<file path="src/rtl/enc_led_sched.sv">
// rtl/enc_led_sched.sv - quadrature/button decode, OFF/RUN/STEP mode FSM and rotating LED pattern
module enc_led_sched #(
  parameter int         DIV_BASE   = 1000,
  parameter int         DEB_CYCLES = 50000,
  parameter logic [7:0] PAT_INIT   = 8'b00000011
) (
  input  logic       clk,
  input  logic       rst,
  input  logic       enc_a,
  input  logic       enc_b,
  input  logic       btn,
  input  logic       ld,
  input  logic [7:0] ld_pat,
  output logic [7:0] led,
  output logic [1:0] mode,
  output logic [2:0] speed_idx,
  output logic       dir,
  output logic       step_evt
);

  localparam int PW = $clog2(DIV_BASE * 128 + 1);
  localparam int DW = $clog2(DEB_CYCLES + 1);
  localparam logic [DW-1:0] DEB_LAST = DW'(DEB_CYCLES - 1);

  typedef enum logic [1:0] {
    M_OFF  = 2'b00,
    M_RUN  = 2'b01,
    M_STEP = 2'b10,
    M_BAD  = 2'b11
  } mode_t;

  mode_t         st, st_nx;
  logic [1:0]    a_s, b_s, btn_s;
  logic          qa, qb, qa_dly;
  logic          deb;
  logic [DW-1:0] deb_cnt;
  logic [PW-1:0] pre, pre_nx, term;
  logic [7:0]    pat, pat_nx;
  logic [2:0]    speed_nx;
  logic          detent, det_cw, det_eff;
  logic          btn_diff, deb_flip, btn_press;

  assign mode = st;

  function automatic logic [7:0] rot(input logic [7:0] p, input logic cw);
    return cw ? {p[6:0], p[7]} : {p[0], p[7:1]};
  endfunction

  always_comb begin
    detent    = qa & ~qa_dly;
    det_cw    = ~qb;
    btn_diff  = btn_s[1] != deb;
    deb_flip  = btn_diff && (deb_cnt == DEB_LAST);
    btn_press = deb_flip && btn_s[1];
    // A button press swallows any detent effect landing in the same cycle
    det_eff   = detent & ~btn_press;
    term      = (PW'(DIV_BASE) << (3'd7 - speed_idx)) - PW'(1);

    st_nx = st;
    case (st)
      M_OFF:   if (btn_press) st_nx = M_RUN;
      M_RUN:   if (btn_press) st_nx = M_STEP;
      M_STEP:  if (btn_press) st_nx = M_OFF;
      default: st_nx = M_OFF;
    endcase

    speed_nx = speed_idx;
    pat_nx   = pat;
    pre_nx   = '0;
    case (st)
      M_RUN: begin
        if (det_eff && det_cw && speed_idx != 3'd7)
          speed_nx = speed_idx + 3'd1;
        else if (det_eff && !det_cw && speed_idx != 3'd0)
          speed_nx = speed_idx - 3'd1;

        if (speed_nx != speed_idx) begin
          pre_nx = '0;
        end else if (pre == term) begin
          pre_nx = '0;
          pat_nx = rot(pat, dir);
        end else begin
          pre_nx = pre + PW'(1);
        end
      end
      M_STEP: if (det_eff) pat_nx = rot(pat, det_cw);
      default: ;
    endcase

    if (st_nx != M_RUN) pre_nx = '0;
    if (ld) pat_nx = (ld_pat == 8'd0) ? PAT_INIT : ld_pat;
  end

  always_ff @(posedge clk or negedge rst) begin
    if (!rst) begin
      a_s       <= '0;
      b_s       <= '0;
      btn_s     <= '0;
      qa        <= 1'b0;
      qb        <= 1'b0;
      qa_dly    <= 1'b0;
      deb       <= 1'b0;
      deb_cnt   <= '0;
      pre       <= '0;
      pat       <= PAT_INIT;
      st        <= M_OFF;
      speed_idx <= 3'd3;
      dir       <= 1'b1;
      step_evt  <= 1'b0;
      led       <= 8'd0;
    end else begin
      a_s   <= {a_s[0], enc_a};
      b_s   <= {b_s[0], enc_b};
      btn_s <= {btn_s[0], btn};

      case ({a_s[1], b_s[1]})
        2'b00: qa <= 1'b0;
        2'b11: qa <= 1'b1;
        2'b01: qb <= 1'b1;
        2'b10: qb <= 1'b0;
        default: ;
      endcase
      qa_dly <= qa;

      deb_cnt <= (!btn_diff || deb_flip) ? '0 : deb_cnt + DW'(1);
      if (deb_flip) deb <= btn_s[1];

      step_evt <= detent;
      if (detent) dir <= det_cw;

      st        <= st_nx;
      speed_idx <= speed_nx;
      pre       <= pre_nx;
      pat       <= pat_nx;
      led       <= (st_nx == M_OFF) ? 8'd0 : pat_nx;
    end
  end

endmodule
</file>
<file path="config.mk">
export PLATFORM = sky130hd
export DESIGN_NAME = enc_led_sched
export DESIGN_NICKNAME = d
export VERILOG_FILES = /design/src/rtl/enc_led_sched.sv
export SDC_FILE = /design/constraint.sdc
export NUM_CORES = 1
export LEC_CHECK = 0
export CAP_MARGIN = 20
export CORE_ASPECT_RATIO = 0.8
export CORE_UTILIZATION = 45
export CTS_CLUSTER_SIZE = 10
export DETAILED_ROUTE_END_ITERATION = 6
export PLACE_DENSITY_LB_ADDON = 0.15
export SLEW_MARGIN = 20
export SYNTH_ARGS = -nofsm -noshare
export SYNTH_HDL_FRONTEND = slang
export SYNTH_SLANG_ARGS = --single-unit
</file>
<file path="constraint.sdc">
create_clock -name clk -period 5.15 [get_ports clk]
set_input_delay 1.2875 -clock clk [delete_from_list [all_inputs] [get_ports clk]]
set_output_delay 1.2875 -clock clk [all_outputs]
set_load 0.03 [all_outputs]
</file>
==> results.py <==
metrics = {
    "outcome": {
        "status": "finished clean",
    },
    "floorplanning": {
        "coreArea_um2": 8480,
        "die-height_um": 85.7,
        "num_io_pins": 29,
        "dieWidth_um": 107,
        "die-area_um2": 9140,
        "num_rows": 30,
        "initial_core_util_pct": 46.5,
    },
    "power": {
        "netSwitchingFraction_pct": 25.6,
        "finalPower_mw": 1.14,
        "combPwrFrac_pct": 10.3,
        "power.net_switching_uw": 293,
        "irDropWorstVdd_v": 0.000172,
        "power_density_nw_per_um2": 254,
        "p_leak_nw": 1.83,
        "p_int_uw": 850,
        "p_clk_share_pct": 39.6,
        "seqPwrFrac_pct": 50.0,
    },
    "synth": {
        "synth_async_sr_flop_share_pct": 100,
        "syn_area_per_cell_um2": 9.50,
        "ys_seq_elements": 66,
        "syn_inst": 415,
        "yosysSeqAreaShare_pct": 42.1,
        "synthFlopType": "dfrtp_1",
        "ys_warn_count": 0,
        "synth_edf_count": 0,
        "netlist_area_um2": 3940,
        "synthesis.nets": 445,
        "netlist-cell-type-count": 59,
    },
    "sta": {
        "max_freq_mhz": 279,
        "rsz0062_at_grt": "no",
        "finalMaxSlewViolations": 0,
        "worst_pin_slew_ps": 801,
        "setup-violations-final": 0,
        "report.final.hold_viol_count": 0,
        "fin_skew_ps": 7.79,
        "fin_crit_ps": 3580,
        "fin_crit_sh_pct": 69.6,
        "final.setup.tns_ps": 0,
        "relSlewSlack_pct": 46.1,
    },
    "worst_setup_path": {
        "timing.rr.end": "led[1]$_DFF_PN0_",
        "crit_type": "register to register",
        "cp.buffers_inverters": 1,
        "required_ps": 5370,
        "start_kind": "register",
        "r2r_cells": 11,
        "r2r_start": "speed_idx[0]$_DFFE_PN1N_",
        "crit_arrival_ps": 3800,
        "crit_fanout": 14,
        "crit_path_top_delay_cell": "dfstp_2",
        "critPathMaxStageDelay_ps": 700,
        "path_cells": "inv_1 > ha_1 > nand2_1 > ha_1 > nor3b_1 > xnor2_1 > o2111ai_1 > o311a_1 > o41a_1 > a222oi_1 > nor3_1",
        "crit_top_cell": "ha_1",
        "end_kind": "register",
        "path_delay_family": "compound AO/OA/AOI/OAI gates",
        "cp-startpoint": "speed_idx[0]$_DFFE_PN1N_",
        "reg2reg_slack_ps": 1570,
    },
    "cts": {
        "cts_sinks": 66,
        "cts_tree": "yes",
        "cts_max_path_buffers": 2,
        "numCtsBuffers": 9,
        "clk_latency_ps": 350,
        "ctsHoldBuffers": 0,
        "post_cts_buffers": 0,
        "cts_max_level": 3,
        "cts_resized": 0,
        "path_clk_slew_ps": 70,
        "clock-root-buffer": "clkbuf_8",
    },
    "flow_run": {
        "max_cap_viol_count": 0,
    },
    "worst_hold_path": {
        "hold_depth": 0,
        "hold_start": "btn_s[0]$_DFF_PN0_",
        "holdPathEnd": "btn_s[1]$_DFF_PN0_",
        "hp-class": "register to register",
    },
    "route": {
        "routed_via_density": 5.48,
        "wirelength_met1_mm": 4.31,
        "dr.max_layer_used": "met4",
        "drtAntennaViolNets": 0,
        "dr.pass1.iters": 4,
        "wl_met3_um": 487,
        "vias": 3060,
        "drt_iter0_markers": 171,
        "route.met2.wl_mm": 3.62,
        "drcViolationCount": 0,
        "wire_per_inst_um": 15.2,
        "wl_mm": 8.51,
    },
    "grt": {
        "first_global_vias": 2927,
        "antenna_found_initial": 0,
        "grt_pass1_wl_mm": 14.6,
        "grt_overflow_total": 0,
        "grt_max_degree": 35,
        "grt_usage_pct": 20.5,
    },
    "cells_and_area": {
        "layout.nets": 471,
        "instances_no_fill": 558,
        "multi_input_area_um2": 2130,
        "regArea_um2": 1660,
        "num_antenna_cells": 0,
        "area_growth_syn_to_layout_pct": 14.2,
        "fill_cells": 831,
        "layout-drive-gt1-share_pct": 10.8,
    },
    "place": {
        "gp_congestion": 0.842,
        "place_hpwl_mm": 5.99,
        "io_buffer_count": 28,
        "post-place-cells": 541,
    },
}
through the flow:
stage	hold WS [ps]	worst slack [ps]	utilization, %	cell area [um^2]
floorplan	331	1740	-	3940
global placement	334	1700	50.6	4290
detailed placement	336	1600	50.6	4290
CTS	353	1570	53.0	4500
global route	357	1280	53.1	4500
finish	350	1570	53.1	4500
cell usage in the layout (no fill, tap or decap), types with 8 or more instances in the layout:
master	count
dfrtp_1	61
nor2_1	57
nand3_1	31
nand2_1	29
clkdlybuf4s50_1	27
xnor2_1	24
xor2_1	20
inv_1	19
ha_1	16
mux2_2	15
o21ai_0	13
clkbuf_8	11
nor3_1	10
and3_1	8
routing by layer:
layer	global-route usage [%]	vias to the layer above
li1	-	1510
met1	29.7	1463
met2	29.4	77
met3	6.16	10
met4	5.60	0
met5	0	-
flip-flops by register name (all words and copies together) (netlist names), 2 cells and up:
signal     count
pre           17
b_s            2
btn_s          2
led            8
deb_cnt       16
a_s            2
pat            8
speed_idx      3
mode           2
synth_stat cells, types with 5 or more instances:
cell type | n | area (um^2)
dfrtp_1 | 61 | 1530
nor2_1 | 57 | 214
nand3_1 | 31 | 155
nand2_1 | 29 | 109
xnor2_1 | 24 | 210
xor2_1 | 20 | 175
inv_1 | 19 | 71.3
ha_1 | 16 | 200
mux2_2 | 15 | 169
o21ai_0 | 13 | 65.1
clkbuf_1 | 10 | 37.5
nor3_1 | 10 | 50.1
and3_1 | 8 | 50.1
a31oi_1 | 7 | 43.8
nand4_1 | 7 | 43.8
a21oi_1 | 6 | 30.0
dfstp_2 | 5 | 131
mux2i_1 | 5 | 50.1
nand2b_1 | 5 | 31.3
o22ai_1 | 5 | 31.3
power by group through the flow:
stage / Sequential (mW) / Combinational [mW] / Clock [mW]
final: 0.572 / 0.118 / 0.453
after global placement: 0.582 / 0.116 / 0
after floorplan: 0.570 / 0.0823 / 0
after detailed placement: 0.581 / 0.118 / 0
after global routing: 0.575 / 0.130 / 0.490
after CTS: 0.572 / 0.118 / 0.468
worst register-to-register path: stages (launching register included):
cell and delay, ps:
dfstp_2 700, inv_1 160, ha_1 340, nand2_1 120
ha_1 250, nor3b_1 250, xnor2_1 170, o2111ai_1 130
o311a_1 200, o41a_1 590, a222oi_1 470, nor3_1 90
cells by family (layout without fill, tap and decap cells):
group                    after synthesis  in the layout  share of synthesized area [%]
AND/OR/NAND/NOR                      172            172                           22.2
multiplexers                          20             20                           5.55
XOR/XNOR                              44             44                           9.77
adder cells (fa/ha/maj)               16             16                           5.08
AO/OA/AOI/OAI                         62             62                           11.5
buffers and inverters                 35             66                           3.87
flip-flops                            66             66                           42.1
worst max-delay path by stage:
stage	end	slack (ps)	cells past startpoint
after floorplan	led[1]$_DFF_PN0_	1740	14
after global placement	led[1]$_DFF_PN0_	1700	11
after detailed placement	led[1]$_DFF_PN0_	1600	11
after CTS	led[1]$_DFF_PN0_	1570	11
after global routing	led[4]$_DFF_PN0_	1280	11
final	led[1]$_DFF_PN0_	1570	11
final cells by class:
| class | instances | area share [%] |
|---|---|---|
| clock buffers | 12 | 3.44 |
| clock inverters | 4 | 1.11 |
| inverters | 19 | 1.58 |
| multi-input cells | 314 | 47.3 |
| flip-flops and latches | 66 | 36.8 |
| well taps | 112 | 3.11 |
| repair buffers | 31 | 6.61 |
No activity file was read; power rests on OpenSTA's default activity.
==> edit, RTL diff (same settings) <==
`DEB_CYCLES`: 50000 -> 100000.
--- a/src/rtl/enc_led_sched.sv
+++ b/src/rtl/enc_led_sched.sv
@@ -1,7 +1,7 @@
 // rtl/enc_led_sched.sv - quadrature/button decode, OFF/RUN/STEP mode FSM and rotating LED pattern
 module enc_led_sched #(
   parameter int         DIV_BASE   = 1000,
-  parameter int         DEB_CYCLES = 50000,
+  parameter int         DEB_CYCLES = 100000,
   parameter logic [7:0] PAT_INIT   = 8'b00000011
 ) (
   input  logic       clk,
Behaviour: same outputs for any inputs over 10 cycles, from zero or initial values and one cycle with rst low; that may be too few to reach the edited logic, so the function may still have changed.
==> edit against the original RTL <==
  * Wire length grew 21%
  * Global-route usage grew 1.2 points
  * Sequential cell count grew 1
  * Setup slack lost 0.029 ns
  * Critical endpoint is now led[3]$_DFF_PN0_
  * Final area grew 14%
  * Clock skew shrank 0.0030 ns
  * First-iteration DRC count grew 47%
  * Area after synthesis grew 16%
  * Total power grew 16%
==> edit: results (changes against the original RTL) <==
\begin{tabular}{lr}
\hline
Metric & Value \\
\hline
\multicolumn{2}{l}{\textbf{Status}} \\
\quad Status & finished, final reports clean \\
\multicolumn{2}{l}{\textbf{Finish}} \\
\quad Final Instance Count excl. Fillers & 649 (+16\%) \\
\quad Final \#Nets & 538 (+14\%) \\
\quad Largest registers & deb\_cnt: 17 flops, pre: 17 flops \\
\quad Number of fill cells & 892 (+7.3\%) \\
\quad Fraction of final layout cells with drive strength greater than 1 & 0.107 (-0.000411) \\
\multicolumn{2}{l}{\textbf{Logic synthesis}} \\
\quad Most instantiated cells after synthesis & sky130\_fd\_sc\_hd\_\_dfrtp\_1, sky130\_fd\_sc\_hd\_\_nor2\_1, sky130\_fd\_sc\_hd\_\_nand2\_1 \\
\quad Post-Synthesis Net Count & 530 (+19\%) \\
\quad Sequential fraction of the synthesis area & 0.368 (-0.0525) \\
\quad Most area-consuming cells after synthesis & sky130\_fd\_sc\_hd\_\_dfrtp\_1, sky130\_fd\_sc\_hd\_\_xor2\_1, sky130\_fd\_sc\_hd\_\_nor2\_1, sky130\_fd\_sc\_hd\_\_ha\_1, sky130\_fd\_sc\_hd\_\_mux2i\_1 \\
\multicolumn{2}{l}{\textbf{Routing}} \\
\quad Initial DRC Count & 252 (+47\%) \\
\multicolumn{2}{l}{\textbf{Setup path}} \\
\quad Setup slack, reg-to-reg & 1.54 ns (-0.03 ns) \\
\quad Top delay family on crit path & simple AND/OR/NAND/NOR gates \\
\quad Worst EP arrival & 3.84 ns (+0.04 ns) \\
\multicolumn{2}{l}{\textbf{Placed design}} \\
\quad Area after DPL & 4840 um2 (+13\%) \\
\quad Placement Setup Slack & 1.62 ns (+0.0284 ns) \\
\quad Detailed placement HPWL & 7270 um (+21\%) \\
\multicolumn{2}{l}{\textbf{GRT}} \\
\quad Met3 global-route usage & 0.0469 (-0.0146) \\
\quad Met2 GRT Util & 0.334 (+0.0399) \\
\quad Gr usage total & 0.217 (+0.0121) \\
\quad Met1 usage & 0.304 (+0.00742) \\
\quad Global-route wire length before repair & 17800 um (+22\%) \\
\multicolumn{2}{l}{\textbf{Power}} \\
\quad Standby leakage power & 2.09 nW (+14\%) \\
\quad IR drop worst, VDD & 0.000170 V (-1.3\%) \\
\multicolumn{2}{l}{\textbf{CTS}} \\
\quad CTS Root Cell & sky130\_fd\_sc\_hd\_\_clkbuf\_16 \\
\multicolumn{2}{l}{\textbf{STA}} \\
\quad Worst Skew & 0.00483 ns (-0.00295 ns) \\
\quad Worst Tran Pin Value & 0.791 ns (-0.00944 ns) \\
\hline
\end{tabular}
[edit: cell families (layout without fill, tap and decap cells)]
logic type / count (synthesis) / after routing / share of synthesized area
and+or+nand+nor: 212 / 212 / 0.251
buffers and inverters: 47 / 60 / 0.0539
adders and majority gates: 16 / 16 / 0.0438
muxes: 30 / 30 / 0.0687
AOI/OAI and AO/OA: 83 / 83 / 0.125
DFF: 67 / 67 / 0.368
xor gates and xnor gates: 45 / 45 / 0.0895
[edit: final timing paths]
check,from,to,depth (start not counted)
setup / recovery,speed_idx[0]$_DFFE_PN1N_,led[3]$_DFF_PN0_,10
setup reg to reg,speed_idx[0]$_DFFE_PN1N_,led[3]$_DFF_PN0_,10
max in group asynchronous,rst,pat[0]$_DFF_PN1_,2
min in group asynchronous,rst,deb_cnt[9]$_DFF_PN0_,1
hold / removal,a_s[0]$_DFF_PN0_,a_s[1]$_DFF_PN0_,0
hold reg to reg,a_s[0]$_DFF_PN0_,a_s[1]$_DFF_PN0_,0
[edit: through the flow]
stage          hold slack (ns)  power (mW)
2_1_floorplan            0.331       0.664
3_3_place_gp             0.333       0.708
3_5_place_dp             0.336       0.710
4_1_cts                  0.348        1.34
5_1_grt                  0.354        1.38
6_report                 0.346        1.33
[edit: worst reg2reg max path, cell delays in order, from the launching register on]
cell and delay (ns):
sky130_fd_sc_hd__dfstp_2 0.69, sky130_fd_sc_hd__ha_1 0.42, sky130_fd_sc_hd__nand2_1 0.11, sky130_fd_sc_hd__ha_1 0.35, sky130_fd_sc_hd__xor2_1 0.22, sky130_fd_sc_hd__nor4b_1 0.29, sky130_fd_sc_hd__a31o_2 0.17, sky130_fd_sc_hd__nand4_1 0.16
sky130_fd_sc_hd__nor3_4 0.53, sky130_fd_sc_hd__a311oi_1 0.24, sky130_fd_sc_hd__nor4b_1 0.34
[edit: area by class of cell]
cell class | count | area share
Clock inverter | 5 | 0.0122
Multi-Input combinational cell | 386 | 0.515
Tap cell | 136 | 0.0331
Clock buffer | 11 | 0.0472
Sequential cell | 67 | 0.327
Timing Repair Buffer | 29 | 0.0550
Inverter | 15 | 0.0109
[edit: layer usage]
layer  wire, um  vias to the layer above
li1           -                     1795
met1       5240                     1788
met2       4410                       73
met3        498                       11
met4        121                        0
met5          0                        -
[edit: power breakdown]
| part | leakage (nW) | internal [mW] | total (mW) | switching (mW) |
|---|---|---|---|---|
| clock network | 0.142 | 0.389 | 0.625 | 0.235 |
| logic | 1.07 | 0.0585 | 0.120 | 0.0613 |
| registers | 0.880 | 0.546 | 0.582 | 0.0361 |
